[config.mk]
export PLATFORM = sky130hd
export DESIGN_NAME = perf_run_ctrl
export DESIGN_NICKNAME = d
export VERILOG_FILES = /design/src/rtl/perf_run_ctrl_pkg.sv /design/src/rtl/perf_run_ctrl_stat_acc.sv /design/src/rtl/perf_run_ctrl.sv
export SDC_FILE = /design/constraint.sdc
export NUM_CORES = 1
export LEC_CHECK = 0
export CAP_MARGIN = 20
export CORE_MARGIN = 2
export CORE_UTILIZATION = 59
export CTS_CLUSTER_SIZE = 40
export DETAILED_ROUTE_END_ITERATION = 16
export GPL_ROUTABILITY_DRIVEN = 1
export PLACE_DENSITY_LB_ADDON = 0.2
export REMOVE_ABC_BUFFERS = 1
export SLEW_MARGIN = 20
export SYNTH_ARGS = -nofsm -noshare
export SYNTH_HDL_FRONTEND = slang
export SYNTH_SLANG_ARGS = --single-unit
[constraint.sdc]
create_clock -name sys_clk -period 26.1 [get_ports sys_clk]
set_input_delay 6.525 -clock sys_clk [delete_from_list [all_inputs] [get_ports sys_clk]]
set_output_delay 6.525 -clock sys_clk [all_outputs]
set_load 0.1 [all_outputs]
[src/rtl/perf_run_ctrl_pkg.sv]
// perf_run_ctrl_pkg
//   Shared definitions for the PRC measurement sequencer: FSM state
//   encodings, result status codes and default field widths.
package perf_run_ctrl_pkg;

    localparam int PRC_CNT_WIDTH = 28;
    localparam int PRC_RUN_WIDTH = 8;

    typedef enum logic [2:0] {
        ST_IDLE       = 3'd0,
        ST_WAIT_START = 3'd1,
        ST_RUN        = 3'd2,
        ST_CAPTURE    = 3'd3,
        ST_REPORT     = 3'd4
    } prc_state_t;

    typedef enum logic [1:0] {
        STAT_OK      = 2'd0,
        STAT_TIMEOUT = 2'd1,
        STAT_ABORT   = 2'd2
    } prc_status_t;

endpackage

[src/rtl/perf_run_ctrl_stat_acc.sv]
// perf_stat_acc
//   Campaign statistics accumulator: min/max of h2c counts and running
//   sums of h2c and h2b counts.
// Ports:
//   i_clk, i_rst          clock, async active-high reset
//   i_clr                 restore initial statistics (min all-ones, rest 0)
//   i_upd                 fold i_h2b / i_h2c samples into the statistics
//   o_h2c_min/o_h2c_max   extrema of h2c samples
//   o_h2c_sum/o_h2b_sum   sums, RUN_WIDTH bits of headroom over a sample
module perf_stat_acc
    import perf_run_ctrl_pkg::*;
#(
    parameter int CNT_WIDTH = PRC_CNT_WIDTH,
    parameter int RUN_WIDTH = PRC_RUN_WIDTH
) (
    input  logic                           i_clk,
    input  logic                           i_rst,
    input  logic                           i_clr,
    input  logic                           i_upd,
    input  logic [CNT_WIDTH-1:0]           i_h2b,
    input  logic [CNT_WIDTH-1:0]           i_h2c,
    output logic [CNT_WIDTH-1:0]           o_h2c_min,
    output logic [CNT_WIDTH-1:0]           o_h2c_max,
    output logic [CNT_WIDTH+RUN_WIDTH-1:0] o_h2c_sum,
    output logic [CNT_WIDTH+RUN_WIDTH-1:0] o_h2b_sum
);

    localparam int SUM_W = CNT_WIDTH + RUN_WIDTH;

    logic [CNT_WIDTH-1:0] r_min;
    logic [CNT_WIDTH-1:0] r_max;
    logic [SUM_W-1:0]     r_h2c_sum;
    logic [SUM_W-1:0]     r_h2b_sum;

    always_ff @(posedge i_clk or posedge i_rst) begin
        if (i_rst) begin
            r_min     <= '1;
            r_max     <= '0;
            r_h2c_sum <= '0;
            r_h2b_sum <= '0;
        end else if (i_clr) begin
            r_min     <= '1;
            r_max     <= '0;
            r_h2c_sum <= '0;
            r_h2b_sum <= '0;
        end else if (i_upd) begin
            if (i_h2c < r_min) r_min <= i_h2c;
            if (i_h2c > r_max) r_max <= i_h2c;
            r_h2c_sum <= r_h2c_sum + {{RUN_WIDTH{1'b0}}, i_h2c};
            r_h2b_sum <= r_h2b_sum + {{RUN_WIDTH{1'b0}}, i_h2b};
        end
    end

    assign o_h2c_min = r_min;
    assign o_h2c_max = r_max;
    assign o_h2c_sum = r_h2c_sum;
    assign o_h2b_sum = r_h2b_sum;

endmodule

[src/rtl/perf_run_ctrl.sv]
// perf_run_ctrl
//   Sequences a campaign of partial-reconfiguration runs, tracking each run
//   from the monitor's edge strobes, capturing per-run cycle counts into
//   perf_stat_acc, enforcing a per-run timeout and presenting the summary
//   through a valid/ready handshake.
// Ports:
//   sys_clk, sys_reset            clock, async active-high reset
//   cfg_runs, cfg_timeout         campaign config, sampled on accepted arm
//   arm, abort                    campaign control pulses
//   h2b_start_pos/h2b_end_pos/h2c_end_pos  monitor strobes
//   h2b_cyc_cnt, h2c_cyc_cnt      monitor counts (valid the cycle after end)
//   busy, run_idx                 campaign progress
//   res_valid/res_ready           summary handshake
//   res_runs, res_status, res_h2c_min/max, res_h2c_sum, res_h2b_sum  summary
module perf_run_ctrl
    import perf_run_ctrl_pkg::*;
#(
    parameter int CNT_WIDTH = PRC_CNT_WIDTH,
    parameter int RUN_WIDTH = PRC_RUN_WIDTH
) (
    input  logic                           sys_clk,
    input  logic                           sys_reset,
    input  logic [RUN_WIDTH-1:0]           cfg_runs,
    input  logic [CNT_WIDTH-1:0]           cfg_timeout,
    input  logic                           arm,
    input  logic                           abort,
    input  logic                           h2b_start_pos,
    input  logic                           h2b_end_pos,
    input  logic                           h2c_end_pos,
    input  logic [CNT_WIDTH-1:0]           h2b_cyc_cnt,
    input  logic [CNT_WIDTH-1:0]           h2c_cyc_cnt,
    output logic                           busy,
    output logic [RUN_WIDTH-1:0]           run_idx,
    output logic                           res_valid,
    input  logic                           res_ready,
    output logic [RUN_WIDTH-1:0]           res_runs,
    output logic [1:0]                     res_status,
    output logic [CNT_WIDTH-1:0]           res_h2c_min,
    output logic [CNT_WIDTH-1:0]           res_h2c_max,
    output logic [CNT_WIDTH+RUN_WIDTH-1:0] res_h2c_sum,
    output logic [CNT_WIDTH+RUN_WIDTH-1:0] res_h2b_sum
);

    prc_state_t           r_state;
    prc_status_t          r_status;
    logic                 r_busy;
    logic                 r_res_valid;
    logic [RUN_WIDTH-1:0] r_runs_eff;
    logic [CNT_WIDTH-1:0] r_timeout;
    logic [RUN_WIDTH-1:0] r_run_idx;
    logic [RUN_WIDTH-1:0] r_res_runs;
    logic [CNT_WIDTH-1:0] r_to_cnt;
    logic                 r_h2b_seen;
    logic                 r_h2c_seen;
    logic                 r_h2b_pend;   // h2b count becomes valid this cycle
    logic                 r_h2b_lat;    // r_h2b_cnt holds this run's count
    logic [CNT_WIDTH-1:0] r_h2b_cnt;

    logic                 w_done;
    logic                 w_last;
    logic                 w_acc_clr;
    logic                 w_acc_upd;
    logic [CNT_WIDTH-1:0] w_h2b_smp;
    logic [RUN_WIDTH-1:0] w_runs_eff;

    assign w_runs_eff = (cfg_runs == '0) ? RUN_WIDTH'(1) : cfg_runs;
    // Strobes count in the cycle they arrive, so both orders and the
    // same-cycle case all reach CAPTURE one cycle after the last strobe.
    assign w_done     = (r_h2b_seen | h2b_end_pos) & (r_h2c_seen | h2c_end_pos);
    assign w_last     = (r_run_idx + RUN_WIDTH'(1)) == r_runs_eff;
    assign w_acc_clr  = (r_state == ST_IDLE) && arm;
    assign w_acc_upd  = (r_state == ST_CAPTURE);
    // If h2b ended on the completing cycle its count is only valid now.
    assign w_h2b_smp  = r_h2b_lat ? r_h2b_cnt : h2b_cyc_cnt;

    always_ff @(posedge sys_clk or posedge sys_reset) begin
        if (sys_reset) begin
            r_state     <= ST_IDLE;
            r_status    <= STAT_OK;
            r_busy      <= 1'b0;
            r_res_valid <= 1'b0;
            r_runs_eff  <= RUN_WIDTH'(1);
            r_timeout   <= '0;
            r_run_idx   <= '0;
            r_res_runs  <= '0;
            r_to_cnt    <= '0;
            r_h2b_seen  <= 1'b0;
            r_h2c_seen  <= 1'b0;
            r_h2b_pend  <= 1'b0;
            r_h2b_lat   <= 1'b0;
            r_h2b_cnt   <= '0;
        end else begin
            r_h2b_pend <= (r_state == ST_RUN) && h2b_end_pos;
            case (r_state)
                ST_IDLE: begin
                    if (arm) begin
                        r_runs_eff <= w_runs_eff;
                        r_timeout  <= cfg_timeout;
                        r_run_idx  <= '0;
                        r_res_runs <= '0;
                        r_status   <= STAT_OK;
                        r_busy     <= 1'b1;
                        r_state    <= ST_WAIT_START;
                    end
                end
                ST_WAIT_START: begin
                    if (abort) begin
                        r_status    <= STAT_ABORT;
                        r_res_valid <= 1'b1;
                        r_state     <= ST_REPORT;
                    end else if (h2b_start_pos) begin
                        r_h2b_seen <= 1'b0;
                        r_h2c_seen <= 1'b0;
                        r_h2b_lat  <= 1'b0;
                        r_to_cnt   <= '0;
                        r_state    <= ST_RUN;
                    end
                end
                ST_RUN: begin
                    r_to_cnt <= r_to_cnt + CNT_WIDTH'(1);
                    if (h2b_end_pos) r_h2b_seen <= 1'b1;
                    if (h2c_end_pos) r_h2c_seen <= 1'b1;
                    if (r_h2b_pend) begin
                        r_h2b_cnt <= h2b_cyc_cnt;
                        r_h2b_lat <= 1'b1;
                    end
                    if (abort) begin
                        r_status    <= STAT_ABORT;
                        r_res_valid <= 1'b1;
                        r_state     <= ST_REPORT;
                    end else if (w_done) begin
                        r_state <= ST_CAPTURE;
                    end else if ((r_timeout != '0) && (r_to_cnt == r_timeout)) begin
                        r_status    <= STAT_TIMEOUT;
                        r_res_valid <= 1'b1;
                        r_state     <= ST_REPORT;
                    end
                end
                ST_CAPTURE: begin
                    // The accumulator commits this run on the same edge.
                    r_res_runs <= r_res_runs + RUN_WIDTH'(1);
                    if (abort || w_last) begin
                        if (abort) r_status <= STAT_ABORT;
                        r_res_valid <= 1'b1;
                        r_state     <= ST_REPORT;
                    end else begin
                        r_run_idx <= r_run_idx + RUN_WIDTH'(1);
                        r_state   <= ST_WAIT_START;
                    end
                end
                ST_REPORT: begin
                    if (res_ready) begin
                        r_res_valid <= 1'b0;
                        r_busy      <= 1'b0;
                        r_state     <= ST_IDLE;
                    end
                end
                default: begin
                    r_busy      <= 1'b0;
                    r_res_valid <= 1'b0;
                    r_state     <= ST_IDLE;
                end
            endcase
        end
    end

    perf_stat_acc #(
        .CNT_WIDTH (CNT_WIDTH),
        .RUN_WIDTH (RUN_WIDTH)
    ) u_stat_acc (
        .i_clk     (sys_clk),
        .i_rst     (sys_reset),
        .i_clr     (w_acc_clr),
        .i_upd     (w_acc_upd),
        .i_h2b     (w_h2b_smp),
        .i_h2c     (h2c_cyc_cnt),
        .o_h2c_min (res_h2c_min),
        .o_h2c_max (res_h2c_max),
        .o_h2c_sum (res_h2c_sum),
        .o_h2b_sum (res_h2b_sum)
    );

    assign busy       = r_busy;
    assign res_valid  = r_res_valid;
    assign run_idx    = r_run_idx;
    assign res_runs   = r_res_runs;
    assign res_status = r_status;

endmodule

==> impl_metrics.yaml <==
outcome:
  status: "completed"
synth:
  ys_warn_count: 0
  synth_ff_type: "dfrtp_1"
  synth_edf_count: 0
  syn_area_per_cell_um2: 9.18
  synthArstFlopShare_pct: 100
  synth_seq_cells: 247
  synth_area_um2: 15500
  synthDistinctLibCells: 82
  ys_seq_area_share_pct: 40.1
  syn_inst: 1690
global_routing:
  antenna_found_initial: 0
  grt_pass1_vias: 13448
  grt_pass1_wl_um: 68600
  groute.usage.overall_pct: 29.8
  grt_max_degree: 94
  gr-total-overflow: 0
route:
  drc: 0
  num_vias: 13598
  routed_wl_um: 42100
  drtIter0Drc: 1148
  wl_per_cell_um: 18.6
  first_pass_iters: 5
  ant_nets: 0
  vias_per_cell: 6.02
sta:
  skew_ns: 0.0128
  tightest_slew_ns: 1.11
  fin_setup_tns_ns: 0
  hold_ws_ns: 0.486
  final-setup-viol-count: 0
  maxSlewHeadroom_pct: 26.0
  clock.fmax_ghz: 0.105
  finalHoldViolCount: 0
  slew_violations: 0
  min_period_ns: 9.50
  fin_crit_sh_pct: 36.4
  rsz0062_at_grt: "no"
run:
  cap_violations: 0
placement:
  dp_cells: 2205
  place_congestion: 0.881
  port_buffers: 247
  placed_cell_area_um2: 18200
  hpwlAfterDp_um: 29200
floorplanning:
  core-area_um2: 25900
  dieArea_um2: 27600
  die_w_um: 166
  dieHeight_um: 166
  start_util_pct: 59.9
  boundaryPins: 248
  rows: 59
critical_path:
  cp_slowest_cell: "o21ai_2"
  reg2reg_slack_ns: 22.41
  critical_path.cell_chain: "clkdlybuf4s50_1 -> ha_1 -> a21o_1 -> a21o_1 -> a21oi_1 -> o21ai_0 -> a21oi_1 -> o211ai_1 -> o21ai_2 -> buf_4 -> mux2_2"
  critPathTopFamily: "compound AO/OA/AOI/OAI gates"
  path_max_fanout: 18
  crit_buf_inv: 2
  r2r-start: "r_h2b_lat"
  slowest_delay_ns: 0.67
  crit_arrival_ns: 9.93
  start_kind: "input pin"
  r2r-end: "u_stat_acc.o_h2b_sum[32]"
  end_kind: "flip-flop"
  rr_worst_depth: 11
  cp.required_ns: 26.52
  criticalPathCategory: "in -> reg"
min_path:
  holdPathStages: 1
  whs_endpoint: "res_valid"
  hp-start: "res_valid"
  hp-class: "reg -> reg"
clock_tree:
  cts_buffer_depth: 3
  cts_tree: "done"
  clk_pin_slew_ns: 0.06
  hold_buffers: 0
  cts_sinks: 247
  cts_buffers: 28
  clkLatencyLatePin_ns: 0.55
  cts_setup_buffers: 0
  cts_htree_levels: 1
  cts_resized: 0
  clockRootBuffer: "clkbuf_16"
finish:
  layout-drive-gt1-share_pct: 9.26
  stdcell_count: 2258
  nNetsFinal: 2116
  final_common_cell: "clkdlybuf4s50_1"
  area_growth_pct: 24.4
  mostFrequentLayoutCells: "247 x clkdlybuf4s50_1, 218 x dfrtp_1, 212 x nand2_1"
  fin_area_um2: 19300
pwr:
  ir_drop_mv: 0.120
  powerDensity_nw_per_um2: 136
  total_power_mw: 2.63
  power.leakage_nw: 9.22
[how the worst max path moves through the flow]
stage | startpoint | endpoint | slack, ns | cells after the start
3_5_place_dp | h2c_cyc_cnt[25] | u_stat_acc.o_h2c_max[22] | 16.08 | 11
5_1_grt | h2c_cyc_cnt[25] | u_stat_acc.o_h2c_max[22] | 16.52 | 11
6_report | h2c_cyc_cnt[25] | u_stat_acc.o_h2c_max[22] | 16.60 | 11
4_1_cts | h2c_cyc_cnt[25] | u_stat_acc.o_h2c_max[22] | 16.66 | 11
2_1_floorplan | sys_reset | busy | 12.84 | 1
3_3_place_gp | h2c_cyc_cnt[25] | u_stat_acc.o_h2c_max[27] | 16.22 | 11
[Yosys cell counts (5+ instances only)]
master / number / share of area (%)
a31oi_1: 40 / 1.6
and4_1: 9 / 0.51
nor3_1: 17 / 0.55
o21ai_0: 74 / 2.4
nor2b_1: 10 / 0.40
nor4_1: 22 / 0.89
o21a_1: 9 / 0.44
dfrtp_1: 218 / 35
buf_1: 9 / 0.22
o31ai_1: 13 / 0.63
clkbuf_1: 55 / 1.3
xor2_1: 70 / 4.0
o21ai_1: 46 / 1.5
nor2_1: 136 / 3.3
buf_4: 6 / 0.29
mux2_1: 22 / 1.6
and3_1: 17 / 0.69
o22ai_1: 7 / 0.28
o21bai_1: 5 / 0.24
dfstp_2: 29 / 4.9
nand2b_1: 19 / 0.77
and2_1: 11 / 0.44
buf_2: 7 / 0.23
nand3_1: 52 / 1.7
nand2_1: 212 / 5.1
a31o_2: 6 / 0.34
xnor2_1: 31 / 1.7
a211oi_1: 7 / 0.34
a21o_1: 54 / 2.6
mux2i_1: 13 / 0.84
o211ai_1: 10 / 0.48
mux2_2: 61 / 4.4
nand4_1: 33 / 1.3
or3_1: 7 / 0.28
ha_1: 114 / 9.2
a21oi_1: 86 / 2.8
inv_1: 81 / 2.0
[through the flow]
step	worst slack [ns]	util, %
floorplan	12.84	-
global placement	16.22	70.2
detailed placement	16.08	70.3
CTS	16.66	74.5
global route	16.52	74.5
finish	16.60	74.5
[sequential cells by signal (all words and copies together) (netlist names), 8 cells and up]
register and count:
u_stat_acc.o_h2b_sum 36, u_stat_acc.o_h2c_min 28, r_to_cnt 28, u_stat_acc.o_h2c_max 28, res_runs 8, r_h2b_cnt 28, run_idx 8, r_timeout 28
u_stat_acc.o_h2c_sum 36, r_runs_eff 8
[worst reg2reg max path, stage by stage (launching register included)]
cell and delay [ns]:
dfrtp_1 0.32, buf_4 0.38, mux2_2 0.42, ha_1 0.38, a21o_1 0.22, a21o_1 0.18
a21o_1 0.19, a2111oi_0 0.41, nor3b_1 0.12, nor4_2 0.60, nand2b_1 0.21, mux2i_1 0.18
[metal layers]
layer	vias to the layer above	global-route usage, %	wire length [um]
li1	6413	-	-
met1	6614	40.3	17900
met2	491	48.0	19500
met3	80	6.86	3530
met4	0	9.00	1140
met5	-	0	0
[where the power goes]
part / internal [mW] / switching [mW]
registers: 0.522 / 0.116
logic: 0.454 / 1.08
clock network: 0.293 / 0.165
[final cells by class]
type / count / area [um2]
Clock inverter: 13 / 243
Tap cell: 335 / 419
Inverter: 82 / 315
Clock buffer: 39 / 843
Multi-Input combinational cell: 1282 / 8680
Antenna cell: 1 / 2.50
Timing Repair Buffer: 259 / 2590
Sequential cell: 247 / 6220
Fill cell: 1889 / 6600
[logic make-up after synthesis]
logic type	after synthesis	share of synthesized area (%)
xor gates and xnor gates	102	5.85
muxes	96	6.86
and+or+nand+nor	567	17.3
DFF	247	40.1
AOI/OAI and AO/OA	401	16.3
adders and majority gates	116	9.45
buffers and inverters	161	4.19
No activity file was read; power rests on OpenSTA's default activity.
